**src/rtl/r_fifo_pkg.sv**
```systemverilog
// Shared types for the AXI read-data buffer: RRESP encodings, entry layout, pointer sizing.
package r_fifo_pkg;

  typedef enum logic [1:0] {
    RESP_OKAY   = 2'b00,
    RESP_EXOKAY = 2'b01,
    RESP_SLVERR = 2'b10,
    RESP_DECERR = 2'b11
  } rresp_e;

  localparam int R_DATA_W = 32;
  localparam int R_ID_W   = 4;

  // Field order here is the packing order used by the buffer storage.
  typedef struct packed {
    logic [R_ID_W-1:0]   id;
    logic [R_DATA_W-1:0] data;
    logic [1:0]          resp;
    logic                last;
  } r_entry_t;

  function automatic int ptr_w(input int depth);
    return $clog2(depth) + 1;
  endfunction

endpackage

```
**src/rtl/r_fifo_mem.sv**
```systemverilog
// Purpose: dual-port storage, synchronous write, asynchronous read, no reset.
// Latency: write visible on read port the cycle after the write edge.
// Backpressure: none; the caller gates wr_en.
module r_fifo_mem #(
  parameter int DEPTH = 16,
  parameter int WIDTH = 39
) (
  input  logic                     wr_clk,
  input  logic                     wr_en,
  input  logic [$clog2(DEPTH)-1:0] wr_addr,
  input  logic [WIDTH-1:0]         wr_dat,
  input  logic [$clog2(DEPTH)-1:0] rd_addr,
  output logic [WIDTH-1:0]         rd_dat
);

  logic [WIDTH-1:0] mem [DEPTH];

  always_ff @(posedge wr_clk) begin
    if (wr_en) mem[wr_addr] <= wr_dat;
  end

  assign rd_dat = mem[rd_addr];

endmodule

```
**src/rtl/r_fifo_buffer.sv**
```systemverilog
// Purpose: FWFT buffer for AXI read beats; define R_FIFO_BURST_CNT_EN to track held complete bursts.
// Latency: 1 cycle from push edge to out_fifo_RVALID; no bypass.
// Backpressure: in_fifo_RREADY = !full; push on a full+pop cycle waits for the next edge.
module r_fifo_buffer
  import r_fifo_pkg::*;
#(
  parameter int FIFO_DEPTH = 16,
  parameter int DATA_WIDTH = 32,
  parameter int ID_WIDTH   = 4
) (
  input  logic                          R_fifo_clk,
  input  logic                          R_fifo_rst_n,
  input  logic [DATA_WIDTH-1:0]         in_fifo_RDATA,
  input  logic [1:0]                    in_fifo_RRESP,
  input  logic                          in_fifo_RLAST,
  input  logic [ID_WIDTH-1:0]           in_fifo_RID,
  input  logic                          in_fifo_RVALID,
  output logic                          in_fifo_RREADY,
  output logic [DATA_WIDTH-1:0]         out_fifo_RDATA,
  output logic [1:0]                    out_fifo_RRESP,
  output logic                          out_fifo_RLAST,
  output logic [ID_WIDTH-1:0]           out_fifo_RID,
  output logic                          out_fifo_RVALID,
  input  logic                          out_fifo_RREADY,
  output logic                          R_fifo_full,
  output logic                          R_fifo_empty,
  output logic [$clog2(FIFO_DEPTH):0]   R_fifo_count,
  output logic [$clog2(FIFO_DEPTH):0]   R_fifo_bursts
);

  localparam int PW = ptr_w(FIFO_DEPTH);
  localparam int AW = PW - 1;
  localparam int EW = ID_WIDTH + DATA_WIDTH + 2 + 1;

  logic [PW-1:0] wr_ptr, rd_ptr;
  logic          push, pop;
  logic [EW-1:0] wr_dat, rd_dat;

  // Extra MSB on each pointer distinguishes full from empty when low bits match.
  assign R_fifo_full  = (wr_ptr[AW] != rd_ptr[AW]) && (wr_ptr[AW-1:0] == rd_ptr[AW-1:0]);
  assign R_fifo_empty = (wr_ptr == rd_ptr);
  assign R_fifo_count = wr_ptr - rd_ptr;

  assign in_fifo_RREADY  = !R_fifo_full;
  assign out_fifo_RVALID = !R_fifo_empty;

  assign push = in_fifo_RVALID && in_fifo_RREADY;
  assign pop  = out_fifo_RVALID && out_fifo_RREADY;

  always_ff @(posedge R_fifo_clk or negedge R_fifo_rst_n) begin
    if (!R_fifo_rst_n) begin
      wr_ptr <= '0;
      rd_ptr <= '0;
    end else begin
      if (push) wr_ptr <= wr_ptr + 1'b1;
      if (pop)  rd_ptr <= rd_ptr + 1'b1;
    end
  end

  assign wr_dat = {in_fifo_RID, in_fifo_RDATA, in_fifo_RRESP, in_fifo_RLAST};
  assign {out_fifo_RID, out_fifo_RDATA, out_fifo_RRESP, out_fifo_RLAST} = rd_dat;

  r_fifo_mem #(
    .DEPTH (FIFO_DEPTH),
    .WIDTH (EW)
  ) u_mem (
    .wr_clk  (R_fifo_clk),
    .wr_en   (push),
    .wr_addr (wr_ptr[AW-1:0]),
    .wr_dat  (wr_dat),
    .rd_addr (rd_ptr[AW-1:0]),
    .rd_dat  (rd_dat)
  );

`ifdef R_FIFO_BURST_CNT_EN
  logic [PW-1:0] bursts_q;
  logic          burst_in, burst_out;

  assign burst_in  = push && in_fifo_RLAST;
  assign burst_out = pop && out_fifo_RLAST;

  always_ff @(posedge R_fifo_clk or negedge R_fifo_rst_n) begin
    if (!R_fifo_rst_n) begin
      bursts_q <= '0;
    end else if (burst_in && !burst_out) begin
      bursts_q <= bursts_q + 1'b1;
    end else if (burst_out && !burst_in) begin
      bursts_q <= bursts_q - 1'b1;
    end
  end

  assign R_fifo_bursts = bursts_q;
`else
  assign R_fifo_bursts = '0;
`endif

endmodule

```
**config.mk**
```make
export PLATFORM = sky130hd
export DESIGN_NAME = r_fifo_buffer
export DESIGN_NICKNAME = d
export VERILOG_FILES = /design/src/rtl/r_fifo_pkg.sv /design/src/rtl/r_fifo_mem.sv /design/src/rtl/r_fifo_buffer.sv
export SDC_FILE = /design/constraint.sdc
export NUM_CORES = 1
export LEC_CHECK = 0
export ABC_CLOCK_PERIOD_IN_PS = 9300
export CAP_MARGIN = 20
export CORE_MARGIN = 5
export CORE_UTILIZATION = 48
export CTS_BUF_LIST = sky130_fd_sc_hd__clkbuf_4 sky130_fd_sc_hd__clkbuf_8 sky130_fd_sc_hd__clkbuf_16
export DETAILED_ROUTE_END_ITERATION = 16
export GPL_TIMING_DRIVEN = 0
export PLACE_DENSITY = 0.65
export SLEW_MARGIN = 0
export SYNTH_ARGS = -nofsm -noshare
export SYNTH_HDL_FRONTEND = slang
export SYNTH_HIERARCHICAL = 1
export SYNTH_SLANG_ARGS = --single-unit
```
**constraint.sdc**
```tcl
create_clock -name R_fifo_clk -period 9.3 [get_ports R_fifo_clk]
set_input_delay 1.86 -clock R_fifo_clk [delete_from_list [all_inputs] [get_ports R_fifo_clk]]
set_output_delay 1.86 -clock R_fifo_clk [all_outputs]
set_load 0.05 [all_outputs]
```
==> parameters.txt <==
Parameter                              Value

Clock network
  H-tree levels    3
  CTS tree    done
  Post-CTS Repair Setup Buffers    0
  Clock latency of the later-clocked register in the worst-skew pair    0.59 ns
  Clock-pin slew of the registers on the worst-case setup and hold paths    ~0.06 ns
  Clock buffer depth    3
  Clock tree root driver cell    sky130_fd_sc_hd__clkbuf_16
  Number of buffers inserted for hold repair after clock tree synthesis    0
  Count of clock tree sinks    about 630
  TritonCTS Buffers    66
  Count of instances resized after the clock tree is built    0

GRT
  Global-route wire length before repair    approximately 77000 um
  Antenna violations before repair    3
  Via count of the first global-routing pass    11864
  Largest net degree at the start of global routing    25
  Total congestion overflow after global routing    0
  Total global-route track usage    about a fifth

Synth
  Synthesized instance count    between 1000 and 1500
  Combinational family with the most area after synthesis    multiplexers
  Post-synth top area cell    sky130_fd_sc_hd__edfxtp_1
  Seq/Total Area, Yosys    78.8%
  Cell Area, Synth    ~24000 um^2
  Multiplexer share of the synthesized area    between 10% and 20%
  Area share of the leading cell type in the synthesized netlist    between 70% and 80%
  Flip-flop and latch count after synthesis    roughly 630
  Synthesis warning total    6
  Simple logic cell fraction of the synthesized area    under 10%
  Ranking of synthesized cells by area    sky130_fd_sc_hd__edfxtp_1 78%, sky130_fd_sc_hd__mux4_2 15%, sky130_fd_sc_hd__a22oi_1 2.4%, sky130_fd_sc_hd__dfrtp_1 1.0%, sky130_fd_sc_hd__nand2_1 0.65%
  Arithmetic-cell share of the synthesized area counting full adders, half adders and majority gates    less than 1%
  Yosys cell types    33
  Syn avg cell area    between 20 and 25 um^2
  XOR/XNOR Fraction of Synth Area    less than 1%
  Complex-gate fraction of the synthesized area    2.61%

Floorplan
  Core region area    49900 um^2
  Die W    ~230 um
  DIE AREA    ~55000 um^2
  Top-level I/O count    between 90 and 100
  Vertical die dimension    around 230 um
  Number of placement rows    82
  Starting density of the core    48.3%

Layout
  Fin cells    1959
  Most frequent standard cell in the layout excluding fill and tap cells    sky130_fd_sc_hd__edfxtp_1
  Final Util    57.4%
  Proportion of layout cells with a drive suffix above 1    a little over a quarter
  Nets@finish    between 1000 and 1500
  Synth-to-layout area growth    18.8%
  Most used cells in the layout excluding fill and tap cells    624 x sky130_fd_sc_hd__edfxtp_1, 156 x sky130_fd_sc_hd__mux4_2, 90 x sky130_fd_sc_hd__clkdlybuf4s50_1
  Number of fill cells    between 3000 and 4000

Detailed routing
  Antenna Nets Post-Route    0
  Pre-Repair DR Iteration Count    5
  DR WL/cell    26.6 um
  Overall via count from detail_route    11406
  Number of design rule violations left after detail routing    0
  Via density    between 5 and 6
  Number of DRC markers after the initial detailed-route iteration    ~1000
  WL final    between 50000 and 60000 um

Place
  # port buffers    90
  Final weighted congestion in routability-driven placement    approximately 0.73
  Placed wire-length estimate    around 32000 um
  Placed cell count    between 1500 and 2000

Pwr
  Peak supply drop    0.000295 V
  Total power per unit cell area    roughly 340 nW/um^2
  Leakage power    approximately 9.1 nW

Hold path
  Worst Min Path Start    rd_ptr[4]
  Worst min path class    flop to flop
  Number of instances on the worst hold path    1

Setup path
  Reg-to-reg critical path endpoint    u_mem/mem[8][34]
  Reg2reg path depth    9
  CP required    roughly 7.4 ns
  Reg2Reg Setup Slack    5.65 ns
  Startpoint of the worst-slack reg-to-reg timing path    wr_ptr[0]
  Termination of the worst setup path    out_fifo_RID[2]
  WP data arrival    about 3.8 ns
  Kind of end point of the critical path    output pin
  Kind of critical path    flop to output pin
  CP startpoint kind    flop
  Crit path max fanout    10
  Crit path from    rd_ptr[2]

Timing
  Summed negative setup slack over all endpoints    0 ns
  Worst max-slew margin expressed relative to the limit    between 20% and 30%
  Hold violation total from the final report    0
  Transition at the pin with the smallest max-transition slack    approximately 1.1 ns
  RSZ-0062 raised after global routing    no
  Max-slew violations    0
  Highest clock rate    ~180 MHz
  Fin Clk Skew    around 0.018 ns
  Crit path time final    about 5.7 ns
  Total setup violations reported at the end of the flow    0
  Share of the clock period used by the worst path after layout    between 60% and 70%

Flow run
  Number of max-capacitance violations reported    0

Run status
  Outcome    finished, final reports clean
cells by family (layout without fill, tap and decap cells):
group	after synthesis	after routing
AO/OA/AOI/OAI	84	84
other	1	7
adder cells (fa/ha/maj)	7	7
XOR/XNOR	13	13
buffers and inverters	66	305
flip-flops	634	634
multiplexers	158	158
AND/OR/NAND/NOR	79	79
metal layers:
| layer | track usage [%] | vias to the layer above | share of wire (%) |
|---|---|---|---|
| met5 | 0 | - | 0.025 |
| met4 | 5.82 | 2 | 2.5 |
| met3 | 4.24 | 94 | 5.9 |
| met2 | 31.8 | 372 | 50 |
| met1 | 26.7 | 6130 | 41 |
| li1 | - | 4808 | - |
cells in the mapped netlist (all sizes together):
master and n:
a21oi 2, nor2 18, nand2 42, nor3 5
xor2 6, nand3b 2, dfrtp 10, fa 1
clkbuf 20, o21ai 2, nand2b 2, or3b 1
nor2b 2, ha 6, inv 10, mux4 156
nor4 1, a22oi 78, nand4 1, edfxtp 624
and2 1, a21o 2, nand3 3, or2 1
buf 36, xnor2 7, mux2 2, conb 1
report_power, final:
group | leakage [nW] | internal (mW) | switching, mW | total (mW)
Combinational | 2.32 | 1.39 | 2.27 | 3.67
Clock | 1.07 | 1.54 | 1.04 | 2.59
Sequential | 5.75 | 3.45 | 0.102 | 3.56
flip-flops by register name, indices dropped and copies added, names as in the netlist:
signal	flops
rd_ptr	5
u_mem/mem	624
wr_ptr	5
stage by stage:
step | total power [mW] | hold WS (ns) | cell area (um^2) | setup WS [ns]
floorplan | 6.04 | 0.498 | 24100 | 3.61
global route | 10.2 | 0.554 | 28600 | 3.46
detailed placement | 7.33 | 0.519 | 26500 | 4.24
CTS | 9.92 | 0.528 | 28600 | 3.59
finish | 9.81 | 0.530 | 28600 | 3.61
global placement | 7.22 | 0.518 | 25800 | 0.0458
how the worst min path moves through the flow:
stage,endpoint
5_1_grt,rd_ptr[4]
3_3_place_gp,wr_ptr[4]
6_report,rd_ptr[4]
4_1_cts,rd_ptr[4]
3_5_place_dp,rd_ptr[4]
2_1_floorplan,wr_ptr[4]
critical path, stage by stage (launching register included):
cell and delay, ns:
sky130_fd_sc_hd__dfrtp_1 0.50, sky130_fd_sc_hd__and2_1 0.22, sky130_fd_sc_hd__clkbuf_1 0.62, sky130_fd_sc_hd__clkbuf_1 0.67, sky130_fd_sc_hd__a22oi_1 0.18, sky130_fd_sc_hd__nand2_1 0.21
sky130_fd_sc_hd__clkdlybuf4s50_1 0.84
final cells by class:
class	count	area, um^2	area share (%)
well taps	672	841	2.94
inverters	10	37.5	0.131
diodes	2	5.00	0.0175
flip-flops and latches	634	19000	66.4
clock inverters	34	272	0.949
repair buffers	121	1410	4.93
multi-input cells	346	4850	17.0
clock buffers	84	1880	6.57
plain buffers	56	327	1.14
(Power assumes the default switching activity.)
